--- config.mk ---
export PLATFORM = sky130hd
export DESIGN_NAME = serial_add_ctrl
export DESIGN_NICKNAME = d
export VERILOG_FILES = /design/src/rtl/serial_add_ctrl.sv
export SDC_FILE = /design/constraint.sdc
export NUM_CORES = 1
export LEC_CHECK = 0
export ABC_AREA = 1
export ABC_CLOCK_PERIOD_IN_PS = 2400
export BUFFER_PORTS_ARGS = -buffer_cell sky130_fd_sc_hd__buf_2
export CORE_UTILIZATION = 59
export CTS_CLUSTER_DIAMETER = 60
export DETAILED_ROUTE_END_ITERATION = 8
export PLACE_DENSITY = 0.83
export SLEW_MARGIN = 20
export SYNTH_ARGS = -nofsm -noshare
export SYNTH_HDL_FRONTEND = slang
export SYNTH_SLANG_ARGS = --single-unit
--- constraint.sdc ---
create_clock -name clk -period 2.4 [get_ports clk]
set_input_delay 0.36 -clock clk [delete_from_list [all_inputs] [get_ports clk]]
set_output_delay 0.36 -clock clk [all_outputs]
set_load 0.1 [all_outputs]
--- src/rtl/serial_add_ctrl.sv ---
`default_nettype none
// ============================================================================
//  Module   : serial_add_ctrl
//  Purpose  : Bit-serial (LSB first) WIDTH-bit adder sequencer driving a
//             single registered 1-bit full-adder slice, with start/busy/done
//             handshake, abort, and held result/carry/overflow outputs.
//  Revision : 1.0 - initial release
// ============================================================================
module serial_add_ctrl #(
    parameter int WIDTH = 8
) (
    input  logic             clk,
    input  logic             reset,
    input  logic             start,
    input  logic             abort,
    input  logic [WIDTH-1:0] a,
    input  logic [WIDTH-1:0] b,
    input  logic             c_in,
    output logic             busy,
    output logic             done,
    output logic [WIDTH-1:0] sum,
    output logic             c_out,
    output logic             ovf
);

    localparam int CW = $clog2(WIDTH);
    localparam logic [CW-1:0] C_CNT_LAST   = CW'(WIDTH - 1);
    localparam logic [CW-1:0] C_CNT_MSB_IN = CW'(WIDTH - 2);

    typedef enum logic [1:0] {
        S_IDLE = 2'd0,
        S_RUN  = 2'd1,
        S_DONE = 2'd2
    } state_t;

    state_t           state_q, state_d;
    logic [WIDTH-1:0] a_sh_q, a_sh_d;
    logic [WIDTH-1:0] b_sh_q, b_sh_d;
    logic [WIDTH-1:0] sum_sh_q, sum_sh_d;
    logic             carry_q, carry_d;
    logic             carry_msb_q, carry_msb_d;
    logic [CW-1:0]    cnt_q, cnt_d;
    logic [WIDTH-1:0] sum_q, sum_d;
    logic             c_out_q, c_out_d;
    logic             ovf_q, ovf_d;

    // Shared full-adder slice: sum bit and carry for the current bit position.
    logic w_s;
    logic w_carry;
    assign w_s     = a_sh_q[0] ^ b_sh_q[0] ^ carry_q;
    assign w_carry = (a_sh_q[0] & b_sh_q[0]) | (a_sh_q[0] & carry_q) | (b_sh_q[0] & carry_q);

    // Next-state and datapath update; visible results only change on the last bit.
    always_comb begin
        state_d     = state_q;
        a_sh_d      = a_sh_q;
        b_sh_d      = b_sh_q;
        sum_sh_d    = sum_sh_q;
        carry_d     = carry_q;
        carry_msb_d = carry_msb_q;
        cnt_d       = cnt_q;
        sum_d       = sum_q;
        c_out_d     = c_out_q;
        ovf_d       = ovf_q;

        case (state_q)
            S_IDLE: begin
                if (start) begin
                    a_sh_d  = a;
                    b_sh_d  = b;
                    carry_d = c_in;
                    cnt_d   = '0;
                    state_d = S_RUN;
                end
            end
            S_RUN: begin
                if (abort) begin
                    state_d = S_IDLE;
                end else begin
                    carry_d  = w_carry;
                    a_sh_d   = a_sh_q >> 1;
                    b_sh_d   = b_sh_q >> 1;
                    sum_sh_d = {w_s, sum_sh_q[WIDTH-1:1]};
                    cnt_d    = cnt_q + CW'(1);
                    // Carry out of bit WIDTH-2 is the carry into the MSB.
                    if (cnt_q == C_CNT_MSB_IN) begin
                        carry_msb_d = w_carry;
                    end
                    if (cnt_q == C_CNT_LAST) begin
                        // Hold the counter so it never wraps within an operation.
                        cnt_d   = cnt_q;
                        sum_d   = {w_s, sum_sh_q[WIDTH-1:1]};
                        c_out_d = w_carry;
                        ovf_d   = carry_msb_q ^ w_carry;
                        state_d = S_DONE;
                    end
                end
            end
            S_DONE: begin
                state_d = S_IDLE;
            end
            default: begin
                state_d = S_IDLE;
            end
        endcase
    end

    // State and datapath registers with synchronous reset.
    always_ff @(posedge clk) begin
        if (reset) begin
            state_q     <= S_IDLE;
            a_sh_q      <= '0;
            b_sh_q      <= '0;
            sum_sh_q    <= '0;
            carry_q     <= 1'b0;
            carry_msb_q <= 1'b0;
            cnt_q       <= '0;
            sum_q       <= '0;
            c_out_q     <= 1'b0;
            ovf_q       <= 1'b0;
        end else begin
            state_q     <= state_d;
            a_sh_q      <= a_sh_d;
            b_sh_q      <= b_sh_d;
            sum_sh_q    <= sum_sh_d;
            carry_q     <= carry_d;
            carry_msb_q <= carry_msb_d;
            cnt_q       <= cnt_d;
            sum_q       <= sum_d;
            c_out_q     <= c_out_d;
            ovf_q       <= ovf_d;
        end
    end

    assign busy  = (state_q != S_IDLE);
    assign done  = (state_q == S_DONE);
    assign sum   = sum_q;
    assign c_out = c_out_q;
    assign ovf   = ovf_q;

endmodule
`default_nettype wire

==> impl_metrics.py <==
metrics = {
    "global_route": {
        "grt_pass1_wl_microns": 6460,
        "grt_max_degree": 25,
        "top_usage_layer": "met2",
        "antenna_found_initial": 0,
        "grt_usage": 0.244,
        "use_met1": 0.339,
        "first_global_vias": 1495,
        "grt_overflow_total": 0,
        "grt.met2_usage": 0.371,
        "gr-usage-met3": 0.0721,
    },
    "synthesis": {
        "synth_warnings": 0,
        "synth_sequential_area_ratio": 0.415,
        "synth_cell_type_count": 23,
        "ys_ff_latch": 40,
        "synthArstFlopShare": 0,
        "syn_area_per_cell_sq_um": 7.12,
        "synth_most_common_cell": "nand2_1",
        "synth_ff_type": "dfxtp_1",
        "synth_edf_count": 0,
        "synth_area_sq_mm": 0.00193,
        "synth.net_count": 296,
        "yosys-top-cells-count": "nand2_1, nor2_1, dfxtp_1",
        "netlist_instances": 271,
        "synth_top_area_frac": 0.415,
        "synthTopCellsByArea": "dfxtp_1, nand2_1, nor2_1",
        "synth_area_leader_cell": "dfxtp_1",
    },
    "setup_path": {
        "startpoint_type": "flip-flop",
        "crit_path_end_kind": "output pin",
        "cp_max_fo": 10,
        "cp.required_ps": 2040,
        "worstPathArrival_ps": 1520,
        "criticalPathCategory": "flip-flop to output pin",
    },
    "clock_network": {
        "clk_pin_slew_ps": 120,
        "clkSinkCount": 40,
        "insertion_delay_ps": 350,
        "ctsResizeCount": 0,
        "post_cts_buffers": 0,
        "clockBufferDepth": 2,
        "clockRootBuffer": "clkbuf_4",
        "cts_tree": "done",
        "cts_hold_buf": 0,
        "cts_inserted_buffers": 5,
        "cts.htree.levels": 2,
    },
    "power": {
        "p_leak_nw": 1.08,
        "peakVddDrop_mv": 0.395,
        "powerDensity_mw_per_mm2": 679,
        "power_w": 0.00146,
    },
    "timing": {
        "post-route-min-period_ps": 1880,
        "worst_slack_ps": 517,
        "report.final.slew_viol_count": 0,
        "fin_setup_tns_ps": 0,
        "clock_skew_ps": 6.57,
        "finalSetupViolCount": 0,
        "timing.final.crit_share": 0.785,
        "tightest_slew_ps": 485,
        "rsz0062_at_grt": "no",
        "max_freq_mhz": 531,
        "relSlewSlack": 0.679,
        "hold_viol": 0,
    },
    "finish": {
        "syn_to_final_growth_pct": 11.5,
        "finalInstanceArea_sq_mm": 0.00215,
        "diodes": 0,
        "num-fill-cells": 280,
        "drive_gt1_frac": 0.174,
        "nNetsFinal": 323,
        "final_util": 0.699,
    },
    "status": {
        "outcome": "finished clean",
    },
    "job": {
        "maxCapViolCount": 0,
    },
    "detailed_routing": {
        "wl_microns": 3890,
        "firstDrtPassIters": 4,
        "antenna_left": 0,
        "drc_errors": 0,
        "detail_route.wl_per_cell_microns": 11.4,
        "drtIter0Drc": 122,
        "viasPerCell": 5.09,
        "vias": 1740,
    },
    "placed_design": {
        "portBuffers": 32,
        "place.gp.congestion": 0.778,
        "hpwl_microns": 2510,
        "dpl_cell_area_sq_mm": 0.00205,
        "place_worst_setup_slack_ps": 846,
    },
    "worst_hold_path": {
        "hold_path.class": "input port to flip-flop",
    },
    "floorplan": {
        "num_io_pins": 33,
        "dieWidth_microns": 59.2,
        "die_area_sq_mm": 0.00350,
        "start_util": 0.627,
        "rows": 20,
        "dieHeight_microns": 59.2,
        "core_sq_mm": 0.00308,
    },
}
## cell type report
cell class / count / area [sq um] / area share
timing repair buffer: 34 / 175 / 0.0814
tap: 44 / 55.1 / 0.0256
inverter: 13 / 51.3 / 0.0238
clock inverter: 2 / 60.1 / 0.0279
sequential: 40 / 801 / 0.372
clock buffer: 5 / 37.5 / 0.0174
multi-input combinational: 204 / 972 / 0.452
## per-stage QoR
stage | hold WS (ps) | std cells
final | 253 | 342
after global routing | 252 | 342
after CTS | 253 | 342
after detailed placement | 458 | 335
after global placement | 460 | 335
after floorplan | 429 | 271
## layout by cell type (no fill, tap or decap), types with 2 or more instances in the layout
master,instances
nand2_2,3
inv_1,10
ha_1,3
clkbuf_4,5
inv_2,2
buf_2,32
buf_4,2
nor2_4,2
a21oi_1,14
o21ai_0,8
nand2_1,72
dfxtp_1,40
nand3_1,20
nand3b_1,15
bufinv_16,2
nor2_1,61
## registers in the layout (all words and copies together), names as in the netlist
signal and count:
c_out 1, b_sh_q 8, a_sh_q 8, ovf 1, sum 8, sum_sh_q 7
cnt_q 3, carry_msb_q 1, state_q 2, carry_q 1
## routing by layer
| layer | wire length [microns] | vias to the layer above |
|---|---|---|
| met4 | 38 | 0 |
| li1 | - | 911 |
| met1 | 1970 | 773 |
| met3 | 197 | 5 |
| met5 | 0 | - |
| met2 | 1690 | 51 |
## worst max-delay path, stage by stage, from the launching register on
cell and delay (ps):
dfxtp_1 610, inv_2 60, nand2_1 80, buf_2 420
## cell families (layout without fill, tap and decap cells)
logic type,Yosys count,count (layout),share of synthesized area
AND/OR/NAND/NOR,175,175,0.405
flip-flops,40,40,0.415
buffers and inverters,27,54,0.0811
AO/OA/AOI/OAI,24,24,0.0642
adder cells (fa/ha/maj),4,4,0.0298
XOR/XNOR,1,1,0.00454
## worst paths after layout
path / from / slack, ps / endpoint / depth (start not counted)
worst max-delay path: state_q[0]$_SDFFE_PP0P_ / 520 / busy / 3
worst min-delay path: a[7] / 250 / a_sh_q[7]$_SDFFE_PP0P_ / 3
worst max register to register: state_q[0]$_SDFFE_PP0P_ / 810 / sum[4]$_SDFFE_PP0P_ / 5
worst min register to register: sum_sh_q[1]$_SDFFE_PP0P_ / 480 / sum_sh_q[1]$_SDFFE_PP0P_ / 2
## where the power goes
part | switching (W) | total (W) | leakage, nW | internal [W]
Clock | 0.000226 | 0.000544 | 0.0513 | 0.000319
Combinational | 0.000122 | 0.000199 | 0.699 | 0.0000772
Sequential | 0.0000212 | 0.000718 | 0.327 | 0.000696
No activity file was read; power rests on OpenSTA's default activity.
